$ cat src/rtl/movavg_seq.sv
// Sequential moving-sum / moving-average: one adder folds the current sample and
// TAPS-1 history taps into an accumulator over TAPS cycles, then publishes sum and average.
module movavg_seq #(
  parameter  int WIDTH = 64,
  parameter  int TAPS  = 4,
  localparam int SW    = $clog2(TAPS)
) (
  input  logic                clk,
  input  logic                reset,
  input  logic [WIDTH-1:0]    din,
  input  logic                din_valid,
  output logic                read,
  input  logic                clear,
  output logic [WIDTH+SW-1:0] dout,
  output logic [WIDTH-1:0]    avg,
  output logic                dout_valid
);

  typedef enum logic [1:0] {IDLE, ACCUM, DONE} state_t;

  state_t                         state_q;
  // tap_q[0] is the sample being summed; tap_q[1..TAPS-1] is history, [1] newest
  logic [TAPS-1:0][WIDTH-1:0]     tap_q;
  logic [WIDTH+SW-1:0]            acc_q, acc_d;
  logic [WIDTH+SW-1:0]            dout_q;
  logic [WIDTH-1:0]               avg_q;
  logic [SW-1:0]                  idx_q;
  logic                           read_q, dv_q;

  assign acc_d = acc_q + {{SW{1'b0}}, tap_q[idx_q]};

  always_ff @(posedge clk or negedge reset) begin
    if (!reset) begin
      state_q <= IDLE;
      tap_q   <= '0;
      acc_q   <= '0;
      dout_q  <= '0;
      avg_q   <= '0;
      idx_q   <= '0;
      read_q  <= 1'b0;
      dv_q    <= 1'b0;
    end else begin
      dv_q <= 1'b0;
      case (state_q)
        IDLE: begin
          read_q <= 1'b1;
          // clear wins over din_valid; the producer keeps din pending
          if (clear) begin
            for (int k = 1; k < TAPS; k++) tap_q[k] <= '0;
          end else if (read_q && din_valid) begin
            tap_q[0] <= din;
            acc_q    <= {{SW{1'b0}}, din};
            idx_q    <= SW'(1);
            read_q   <= 1'b0;
            state_q  <= ACCUM;
          end
        end
        ACCUM: begin
          acc_q <= acc_d;
          idx_q <= idx_q + SW'(1);
          if (idx_q == SW'(TAPS - 1)) state_q <= DONE;
        end
        DONE: begin
          dout_q <= acc_q;
          avg_q  <= acc_q[WIDTH+SW-1:SW];
          dv_q   <= 1'b1;
          for (int k = TAPS - 1; k > 0; k--) tap_q[k] <= tap_q[k-1];
          read_q  <= 1'b1;
          state_q <= IDLE;
        end
        default: state_q <= IDLE;
      endcase
    end
  end

  assign read       = read_q;
  assign dout       = dout_q;
  assign avg        = avg_q;
  assign dout_valid = dv_q;

endmodule

$ cat config.mk
export PLATFORM = sky130hd
export DESIGN_NAME = movavg_seq
export DESIGN_NICKNAME = d
export VERILOG_FILES = /design/src/rtl/movavg_seq.sv
export SDC_FILE = /design/constraint.sdc
export NUM_CORES = 1
export LEC_CHECK = 0
export CAP_MARGIN = 5
export CELL_PAD_IN_SITES_DETAIL_PLACEMENT = 0
export CELL_PAD_IN_SITES_GLOBAL_PLACEMENT = 1
export CORE_MARGIN = 2
export CORE_UTILIZATION = 46
export CTS_CLUSTER_SIZE = 25
export DETAILED_ROUTE_END_ITERATION = 10
export PLACE_DENSITY = 0.87
export SLEW_MARGIN = 0
export SYNTH_ARGS = -nofsm -noshare
export SYNTH_HDL_FRONTEND = slang
export SYNTH_SLANG_ARGS = --single-unit
$ cat constraint.sdc
create_clock -name clk -period 4.9 [get_ports clk]
set_clock_uncertainty 0.15 [all_clocks]
set_input_delay 1.47 -clock clk [delete_from_list [all_inputs] [get_ports clk]]
set_output_delay 1.47 -clock clk [all_outputs]
set_load 0.02 [all_outputs]
# Yosys cells after proc, flatten, opt, wreduce, memory -nomap -nowiden
# Index checks and enable logic that the tools add are counted.
# totals
elab_cells,46
input_bits,68
out_inout_bits,132
register_bits,458
# op_classes
magnitude_cmp,1
n_mux,16
addsub,2
bitwise,1
n_reduce_logical,8
eq_ne,7
# ops
operator,count
$pmux W192 S2,1
$mux W192,1
$mux W66,2
$pmux W66 S2,1
$bmux W64 S2,1
$add A66 B64 Y66,1
$mux W64,1
$reduce_and A3 Y1,3
$ne A2 B2 Y1 const B,4
$pmux W2 S2,2
$mux W2,3
$eq A2 B2 Y1 const B,2
$reduce_bool A2 Y1,2
$lt A2 B3 Y1 const B,1
$mux W1,3
$add A2 B1 Y2 const B,1
$eq A2 B1 Y1 const B,1
$logic_not A2 Y1,1
$pmux W1 S2,1
$reduce_and A2 Y1,1
$logic_and A1 B1 Y1,1
$not A1 Y1,1

# Longest topological paths before layout
# logic_depth
word_depth,4
ltp_mapped,15
mapped_depth_nobuf,13

# Worst setup path before layout
# Ideal clock, no wire load.
# synth_timing
path_kind,reg-to-reg
start,register idx_q[0]
end,register acc_q[58]
n_path_buf,3
arrival_time_ns,4.288
period_less_slack_ns,4.510
setup_ns,0.071
setup_slack_ns,0.390
t_required_ns,4.679
path_stages_with_launch,16
path_cell_list,dfrtp_1 clkbuf_1 buf_1 mux4_2 ha_1 buf_2 nand2_1 or4_1 a31o_1 a31oi_1 nor3_2 o21bai_1 a21o_2 a21oi_2 or4_1 nand3_1
# synth_between
elab_chain_len,4
# synth_lines
item,line_no,rtl
start: declaration,27,logic [SW-1:0] idx_q;
start signal: assignment,60,idx_q <= idx_q + SW'(1);
$bmux W64 S2,30,"assign acc_d = acc_q + {{SW{1'b0}}, tap_q[idx_q]};"
$mux W64 (implied by the code),30,
$add A66 B64 Y66,30,
$pmux W66 S2,44,case (state_q)
end signal: assignment,52,"acc_q <= {{SW{1'b0}}, din};"
end: declaration,24,"logic [WIDTH+SW-1:0] acc_q, acc_d;"
# No other way between the ends. The select of a mux whose other input is x is not followed.
# A chain may end at the register's enable or synchronous reset.

# Worst setup path after layout
# layout_timing
start,register idx_q[1]
end,register acc_q[63]
# Same word-level chain as after synthesis.

==> results.txt <==
----------------------------------------------------
[Cells and area]
  Fraction of layout instances using a drive strength above 1 ... 13.39%
  Total inserted antenna cells ... 0
  Area Overhead vs Synth ... 17.76%
  # nets final ... 2041
  Count of filler cells inserted in the layout ... 3723
  Register area ... 0.009864 mm²
  Multi-input combinational cell area ... 0.009400 mm²

[Place]
  Placed wire-length estimate ... 35850 µm
  Port bufs ... 199
  Weighted congestion at the end of routability-driven global placement ... 0.8858

[GRT]
  Pin count of the biggest net entering global routing ... 193
  Congestion Overflow GR ... 0
  GR Util All Layers ... 23.16%
  Global-route wire length before repair ... 85840 µm
  Number of antenna violations at the first check in global routing ... 0
  Via count of the first global-routing pass ... 15390

[Die]
  Num rows ... 76
  I/O pins ... 200
  Initial standard-cell utilization of the core ... 46.85%
  Vertical die dimension ... 214.2 µm
  Floorplan die width ... 214.2 µm
  Core Region ... 0.04336 mm²
  Die footprint ... 0.04586 mm²

[Synthesis]
  Mapped Avg Cell Area ... 11.06 µm²
  Number of enable-type register cells in the synthesized netlist ... 0
  Sequential share of the synthesized area ... 48.53%
  Cell with the most instances after synthesis ... sky130_fd_sc_hd__dfrtp_1
  Fraction of registers with async set/reset ... 100.0%
  Post-synth top flop ... sky130_fd_sc_hd__dfrtp_1
  Flops & latches, synth ... 394
  Share of Yosys cell area claimed by the top area cell type ... 48.53%
  Net count after synthesis ... 1971
  Summed instance area of the synthesized netlist ... 0.02032 mm²
  Top cell type by total area after synthesis ... sky130_fd_sc_hd__dfrtp_1
  Post-Synthesis Cells ... 1837
  Most used standard cells in the synthesized netlist ... sky130_fd_sc_hd__dfrtp_1, sky130_fd_sc_hd__nand2_1, sky130_fd_sc_hd__a22o_1, sky130_fd_sc_hd__clkbuf_1, sky130_fd_sc_hd__a21oi_1
  Warnings from Yosys ... 0
  Synth unique cells ... 67
  Top cells by area in the synthesized netlist ... sky130_fd_sc_hd__dfrtp_1, sky130_fd_sc_hd__a22o_1, sky130_fd_sc_hd__mux4_2

[Power]
  Max rail drop VDD ... 0.4147 mV
  Power per Cell Area ... 703.8 mW/mm²
  Lkg Pwr ... 10.81 nW

[Timing]
  Final setup violation count ... 0
  Final count of pins violating max slew ... 0
  Setup_tns ... 0 ns
  Time the final worst path needs with I/O delays and setup ... 4.455 ns
  Tightest slew margin relative to the limit ... 37.37%
  Highest Clock Rate ... 224.5 MHz
  Final hold violation count ... 0
  Worst Hold Margin ... 0.3456 ns
  RSZ-0062 raised after global routing ... no
  Worst-margin pin slew ... 0.9394 ns
  Fraction of the cycle the final worst path needs ... 90.91%

[Route]
  Number of search-and-repair iterations in the first detailed-routing pass ... 5
  Routed wire per std cell ... 21.03 µm
  Number of nets with antenna violations after detailed routing ... 0
  Total vias in the final route ... 15180
  Violation count after the first detailed-route iteration ... 1114
  DRC violations left ... 0
  Vias per std cell ... 6.005
  Post-Route WL ... 53150 µm

[CTS]
  CTS clock-pin slew for the worst setup and hold paths ... 0.06 ns
  Number of levels the H-tree was split into ... 2
  Number of resized instances in the post-cts repair step ... 0
  TritonCTS clock tree ... built
  Number of clock sinks ... 394
  Maximum number of buffers from clock root to sink ... 3
  CTS buffer count ... 43
  Clock latency on the worst-skew pair ... 0.58 ns
  Master cell of the clock root buffer ... sky130_fd_sc_hd__clkbuf_16

[Worst setup path]
  Depth of the worst register-to-register path ... 13
  Endpoint of the most critical register-to-register path ... acc_q[63]$_DFFE_PN0P_
  Endpoint required time on the critical path ... 5.17 ns
  Critical Path Start Type ... flip-flop
  Category of cells accounting for the largest share of critical-path delay ... compound AO/OA/AOI/OAI gates
  Buffers plus inverters on the worst setup path ... 1
  Register-to-register path setup slack ... 0.45 ns
  Critical path data arrival time ... 4.72 ns
  Critical Path, Cell by Cell ... buf_4 -> mux4_2 -> ha_1 -> a21oi_1 -> o21bai_1 -> o21bai_1 -> a41oi_1 -> a21oi_1 -> or4_1 -> o21ai_1 -> o21ai_0 -> xnor2_1 -> o211ai_1
  Worst Setup Path Type ... reg2reg
  CP max stage cell ... sky130_fd_sc_hd__dfrtp_2
  Critical-path maximum fanout ... 24
  Critical Path Sink Type ... flip-flop
  Startpoint of the most critical register-to-register path ... idx_q[1]$_DFFE_PN0P_
  Max stage delay on crit path ... 0.65 ns

[Min path]
  Worst hold path stage count ... 1
  Source of the worst hold timing path ... tap_q[193]$_DFFE_PN0P_
  Hold crit path type ... reg2reg
  Worst-case hold path end point ... tap_q[193]$_DFFE_PN0P_

[Job]
  Number of maximum-capacitance constraint violations ... 0

[Status]
  Outcome ... completed

----------------------------------------------------
-- stage by stage --
| stage | cells | total power, mW | setup WS, ns | instance area [µm²] | util, % |
|---|---|---|---|---|---|
| 5_1_grt | 2527 | 17.84 | 0.02838 | 23920 | 55.17 |
| 4_1_cts | 2524 | 16.90 | 0.3314 | 23900 | 55.12 |
| 6_report | 2527 | 16.84 | 0.4453 | 23920 | 55.17 |
| 3_3_place_gp | 2444 | 13.14 | 0.4514 | 22370 | 51.59 |
| 3_5_place_dp | 2444 | 13.33 | 0.3787 | 22370 | 51.59 |
| 2_1_floorplan | 1837 | 10.75 | 0.3903 | 20320 | - |
-- cells by family (layout without fill, tap and decap cells) --
logic type	after synthesis	count (layout)	synth area share [%]
buf+inv	220	325	5.401
fa+ha+maj	66	66	4.102
mux	137	137	11.10
compound gates	511	511	18.89
xor+xnor	58	58	2.500
flops	394	394	48.53
simple gates	451	451	9.478
-- placed cells by master, fill, tap and decap left out, types with 4 or more instances in the layout --
master and n:
sky130_fd_sc_hd__nor3_1 12, sky130_fd_sc_hd__xor2_1 24, sky130_fd_sc_hd__a22oi_1 4, sky130_fd_sc_hd__ha_1 65, sky130_fd_sc_hd__o211ai_1 54, sky130_fd_sc_hd__a211oi_1 4, sky130_fd_sc_hd__a221oi_1 5, sky130_fd_sc_hd__inv_1 19
sky130_fd_sc_hd__buf_12 10, sky130_fd_sc_hd__mux2_2 66, sky130_fd_sc_hd__inv_6 6, sky130_fd_sc_hd__mux4_2 64, sky130_fd_sc_hd__clkinv_2 10, sky130_fd_sc_hd__buf_4 17, sky130_fd_sc_hd__nand4_1 28, sky130_fd_sc_hd__a21o_1 46
sky130_fd_sc_hd__clkbuf_8 6, sky130_fd_sc_hd__dfrtp_1 392, sky130_fd_sc_hd__o21bai_1 20, sky130_fd_sc_hd__nand2b_1 4, sky130_fd_sc_hd__and2_1 7, sky130_fd_sc_hd__o21ai_0 48, sky130_fd_sc_hd__clkinv_4 5, sky130_fd_sc_hd__a21oi_1 76
sky130_fd_sc_hd__xnor2_1 34, sky130_fd_sc_hd__clkbuf_16 43, sky130_fd_sc_hd__nand2_1 302, sky130_fd_sc_hd__bufinv_16 7, sky130_fd_sc_hd__mux2i_1 7, sky130_fd_sc_hd__nor2b_1 9, sky130_fd_sc_hd__and3_1 5, sky130_fd_sc_hd__a22o_1 193
sky130_fd_sc_hd__nor4_1 4, sky130_fd_sc_hd__nor2_1 44, sky130_fd_sc_hd__o21a_1 6, sky130_fd_sc_hd__clkdlybuf4s50_1 198, sky130_fd_sc_hd__nand3_1 21, sky130_fd_sc_hd__a31oi_1 10, sky130_fd_sc_hd__a21boi_0 5
-- worst max-delay path by stage --
stage                         startpoint               endpoint  slack, ns  cells after the start
floorplan           idx_q[0]$_DFFE_PN0P_  acc_q[58]$_DFFE_PN0P_       0.39                     15
global placement    idx_q[0]$_DFFE_PN0P_  acc_q[52]$_DFFE_PN0P_       0.45                     13
detailed placement  idx_q[0]$_DFFE_PN0P_  acc_q[63]$_DFFE_PN0P_       0.38                     13
CTS                 idx_q[0]$_DFFE_PN0P_  acc_q[63]$_DFFE_PN0P_       0.33                     13
global route        idx_q[1]$_DFFE_PN0P_  acc_q[65]$_DFFE_PN0P_       0.03                     12
finish              idx_q[1]$_DFFE_PN0P_  acc_q[63]$_DFFE_PN0P_       0.45                     13
-- registers in the layout, summed over array words and instances, names as in the netlist --
signal      flops
idx_q           2
tap_q         256
dout_valid      1
state_q         2
dout           66
acc_q          66
read            1
-- metal layers --
metal / GRT usage (%) / share of wire, %
met1: 32.58 / 44
met2: 36.55 / 46
met3: 3.773 / 6.1
met4: 8.171 / 3.3
met5: 0 / 0
-- power by group --
group	internal, mW	switching (mW)	total, mW
logic	3.54	4.59	8.12
clock network	2.09	1.42	3.51
registers	4.25	0.950	5.20
total	9.88	6.96	16.8
-- cell type report --
type | instances | share of cell area [%]
flip-flops and latches | 394 | 41.23
multi-input cells | 1223 | 39.29
well taps | 585 | 3.060
inverters | 19 | 0.2981
repair buffers | 226 | 9.718
clock buffers | 51 | 4.874
clock inverters | 29 | 1.522
-- what timing repair did --
item | in CTS | in global routing
endpoints found under the setup margin | 0 | 2
hold buffers | 0 | 0
setup buffers | 0 | 3
Note: power is estimated with default switching activity, not from simulation.
==> RTL change 1: new RTL, same flow settings <==
The 3 states of `state_t` get a one-hot encoding in 3 bits.
--- a/src/rtl/movavg_seq.sv
+++ b/src/rtl/movavg_seq.sv
@@ -16,7 +16,7 @@
   output logic                dout_valid
 );
 
-  typedef enum logic [1:0] {IDLE, ACCUM, DONE} state_t;
+  typedef enum logic [2:0] {IDLE = 3'b001, ACCUM = 3'b010, DONE = 3'b100} state_t;
 
   state_t                         state_q;
   // tap_q[0] is the sample being summed; tap_q[1..TAPS-1] is history, [1] newest
Behaviour: no difference found for any inputs over 4 cycles, from zero or initial values and one cycle with reset low; so few cycles prove little.
==> RTL change 1 against the original RTL <==
- sequential cell count rose by 1
- wire length down 0.45%
- die area up 0.37%
- setup slack better by 0.014 ns
- count of clock-buffer cells in the layout unchanged
- area after synthesis grew 0.38%
- cell area hardly changed
- largest cell class unchanged
- total power down 29%
==> RTL change 1: results <==
INSERT INTO impl_metrics (metric_group, metric, value, unit) VALUES
('status', 'outcome', 'completed', ''),
('placed_design', 'place_area', '22500', 'um2'),
('yosys', 'synth_net_count', '2025', ''),
('routing', 'routed-wl-met2', '24590', 'um'),
('placed_design', 'place_inst', '2521', ''),
('worst_setup_path', 'crit_arrival', '4.71', 'ns'),
('layout', 'fin_cells', '2597', ''),
('global_route', 'gr-usage-met3', '3.277', '%'),
('routing', 'detailroute.wirelength.met3', '2835', 'um'),
('layout', 'post_route_cells_drive_above_1_share', '12.72', '%'),
('routing', 'drt_iter0_markers', '1382', ''),
('routing', 'route.layer.met1.wl', '24570', 'um'),
('global_route', 'global_route.usage.met1', '34.13', '%'),
('layout', 'layout.nonclk_buf_share', '9.627', '%'),
('yosys', 'synth_cell_types', '70', ''),
('die', 'std_cell_rows', '77', ''),
('global_route', 'grt_pass1_wl', '86370', 'um'),
('yosys', 'netlist_instances', '1891', ''),
('layout', 'n_all_buffers', '228', ''),
('placed_design', 'gp_routability_congestion', '0.8850', ''),
('layout', 'clockNetworkAreaShare', '5.923', '%'),
('layout', 'num-nonclk-inverters', '16', ''),
('worst_setup_path', 'worst_path_largest_cell_delay', '0.56', 'ns'),
('worst_setup_path', 'slowest_stage', 'sky130_fd_sc_hd__mux4_2', ''),
('global_route', 'first_global_vias', '15610', ''),
('timing', 'max_freq', '0.2252', 'GHz');
RTL change 1: power by group through the flow:
stage               logic [mW]  clock network [mW]  registers [mW]
floorplan                 3.11                   0            4.26
global placement          4.12                   0            4.51
detailed placement        4.17                   0            4.54
CTS                       4.20                3.34            4.49
global route              4.65                3.47            4.57
finish                    4.20                3.28            4.49
RTL change 1: worst max-delay path, delay by kind of cell, from the launching register on:
| kind | cells | cell delay [ns] |
|---|---|---|
| AOI/OAI and AO/OA | 7 | 2.04 |
| muxes | 1 | 0.56 |
| DFF | 1 | 0.54 |
| adders and majority gates | 1 | 0.37 |
| buffers and inverters | 1 | 0.36 |
| and+or+nand+nor | 2 | 0.25 |
RTL change 1: kinds of logic after synthesis:
kind of cell	Yosys count	synth area share [%]
DFF	395	48.48
adders and majority gates	66	4.086
and+or+nand+nor	536	11.50
xor gates and xnor gates	50	2.147
buffers and inverters	206	5.080
AOI/OAI and AO/OA	505	17.85
muxes	133	10.86
==> RTL change 2: new RTL, config.mk and constraints unchanged <==
Without the edit above. `WIDTH`: 64 -> 128.
--- a/src/rtl/movavg_seq.sv
+++ b/src/rtl/movavg_seq.sv
@@ -1,7 +1,7 @@
 // Sequential moving-sum / moving-average: one adder folds the current sample and
 // TAPS-1 history taps into an accumulator over TAPS cycles, then publishes sum and average.
 module movavg_seq #(
-  parameter  int WIDTH = 64,
+  parameter  int WIDTH = 128,
   parameter  int TAPS  = 4,
   localparam int SW    = $clog2(TAPS)
 ) (
Interface: changed (resized avg, din and dout); port bits go from 200 to 392. The function was not compared with the original's and may differ.
==> RTL change 2 against the original RTL <==
- global-route usage is 3.9 points higher
- count of clock-buffer cells in the layout is 55 higher
- sequential power is 100% higher
- cell area rose by 110%
- die area rose by 99%
- area after synthesis up 100%
- critical path type unchanged
- clock power grew 89%
- total power up 110%
- first-iteration DRC count increased to 2.9 times the old value
- setup slack worse by 0.32 ns
- hold slack worse by 0.0016 ns
- sequential cell count grew 384
- wire length increased by 130%
==> RTL change 2: results <==
INSERT INTO impl_metrics (metric_group, metric, value, unit) VALUES
('status', 'outcome', 'completed', ''),
('yosys', 'synth_net_count', '4062', ''),
('worst_setup_path', 'critPathLaunch', 'idx_q[0]$_DFFE_PN0P_', ''),
('placed_design', 'place_area', '46210', 'um2'),
('worst_setup_path', 'crit_arrival', '5.12', 'ns'),
('placed_design', 'io_buffer_count', '391', ''),
('pwr', 'vdd_drop_max', '473.3', 'uV'),
('pwr', 'p_leak', '21.86', 'nW'),
('placed_design', 'gp_routability_congestion', '0.9433', ''),
('global_route', 'grt_pass1_wl', '191200', 'um'),
('layout', 'post_route_cells_drive_above_1_share', '16.18', '%'),
('clock_tree', 'clkLatencyLatePin', '0.65', 'ns'),
('global_route', 'global_route.usage.met1', '38.36', '%'),
('global_route', 'gr-usage-met3', '4.898', '%'),
('worst_setup_path', 'r2r.worst_path.cells', '17', ''),
('clock_tree', 'clock_buffer_count_from_cts', '83', ''),
('pwr', 'internal_power', '19.83', 'mW'),
('timing', 'worst_slew_margin_rel', '24.14', '%'),
('worst_setup_path', 'cp-endpoint', 'acc_q[94]$_DFFE_PN0P_', ''),
('global_route', 'grt_max_degree', '148', '');
==> RTL change 2: changes by cell type after synthesis, sizes merged, moves of 64 or more <==
cell,delta
dfrtp,+384
nand2,+368
a22o,+192
a21oi,+151
clkbuf,+95
buf,+82
nor2,+81
o211ai,+73
o21ai,+72
ha,+64
mux2,+64
mux4,+64
==> RTL change 2: area by class of cell <==
cell class	count	area [um2]
Clock buffer	106	2315
Clock inverter	43	530.5
Fill cell	7430	39070
Inverter	51	191.4
Multi-Input combinational cell	2593	19410
Sequential cell	778	19480
Tap cell	1165	1458
Timing Repair Buffer	601	5783
==> RTL change 2: how the worst min path moves through the flow <==
stage / from / endpoint / slack [ns] / depth (start not counted)
2_1_floorplan: acc_q[129]$_DFFE_PN0P_ / acc_q[129]$_DFFE_PN0P_ / 0.29 / 1
4_1_cts: tap_q[470]$_DFFE_PN0P_ / tap_q[470]$_DFFE_PN0P_ / 0.35 / 1
3_5_place_dp: tap_q[389]$_DFFE_PN0P_ / tap_q[389]$_DFFE_PN0P_ / 0.33 / 1
6_report: tap_q[470]$_DFFE_PN0P_ / tap_q[470]$_DFFE_PN0P_ / 0.34 / 1
5_1_grt: tap_q[408]$_DFFE_PN0P_ / tap_q[408]$_DFFE_PN0P_ / 0.36 / 1
3_3_place_gp: tap_q[464]$_DFFE_PN0P_ / tap_q[464]$_DFFE_PN0P_ / 0.33 / 1
==> RTL change 2: power groups by stage <==
stage	logic [mW]	registers, mW	clock network [mW]
floorplan	11.1	10.3	0
global placement	17.3	10.4	0
detailed placement	17.4	10.5	0
CTS	17.6	10.4	6.70
global route	19.0	10.6	6.98
finish	17.7	10.4	6.62
==> RTL change 2: metal layers <==
metal  up-vias  part of all wire, %
met5         -                    0
met4         0                  2.8
met3       189                  7.0
met2      1197                   47
met1     16350                   43
li1      14470                    -
==> RTL change 2: logic make-up after synthesis <==
family / after synthesis / synth area share (%)
xor gates and xnor gates: 120 / 2.572
and+or+nand+nor: 995 / 10.37
DFF: 778 / 47.65
buffers and inverters: 429 / 5.227
AOI/OAI and AO/OA: 1083 / 19.37
adders and majority gates: 130 / 3.999
muxes: 265 / 10.81
==> RTL change 2: critical path, delay by kind of cell, from the launching register on <==
| family | cells | cell delay (ns) |
|---|---|---|
| adder cells (fa/ha/maj) | 1 | 0.40 |
| multiplexers | 1 | 0.50 |
| flip-flops | 1 | 0.50 |
| AO/OA/AOI/OAI | 9 | 1.83 |
| XOR/XNOR | 1 | 0.28 |
| buffers and inverters | 5 | 0.91 |
==> RTL change 2: timing repair <==
item                                    CTS  global route
hold buffers                              0             0
pin swaps                                 0             1
endpoints found under the setup margin    3            27
setup buffers                             0             1
resized for setup                         2            23
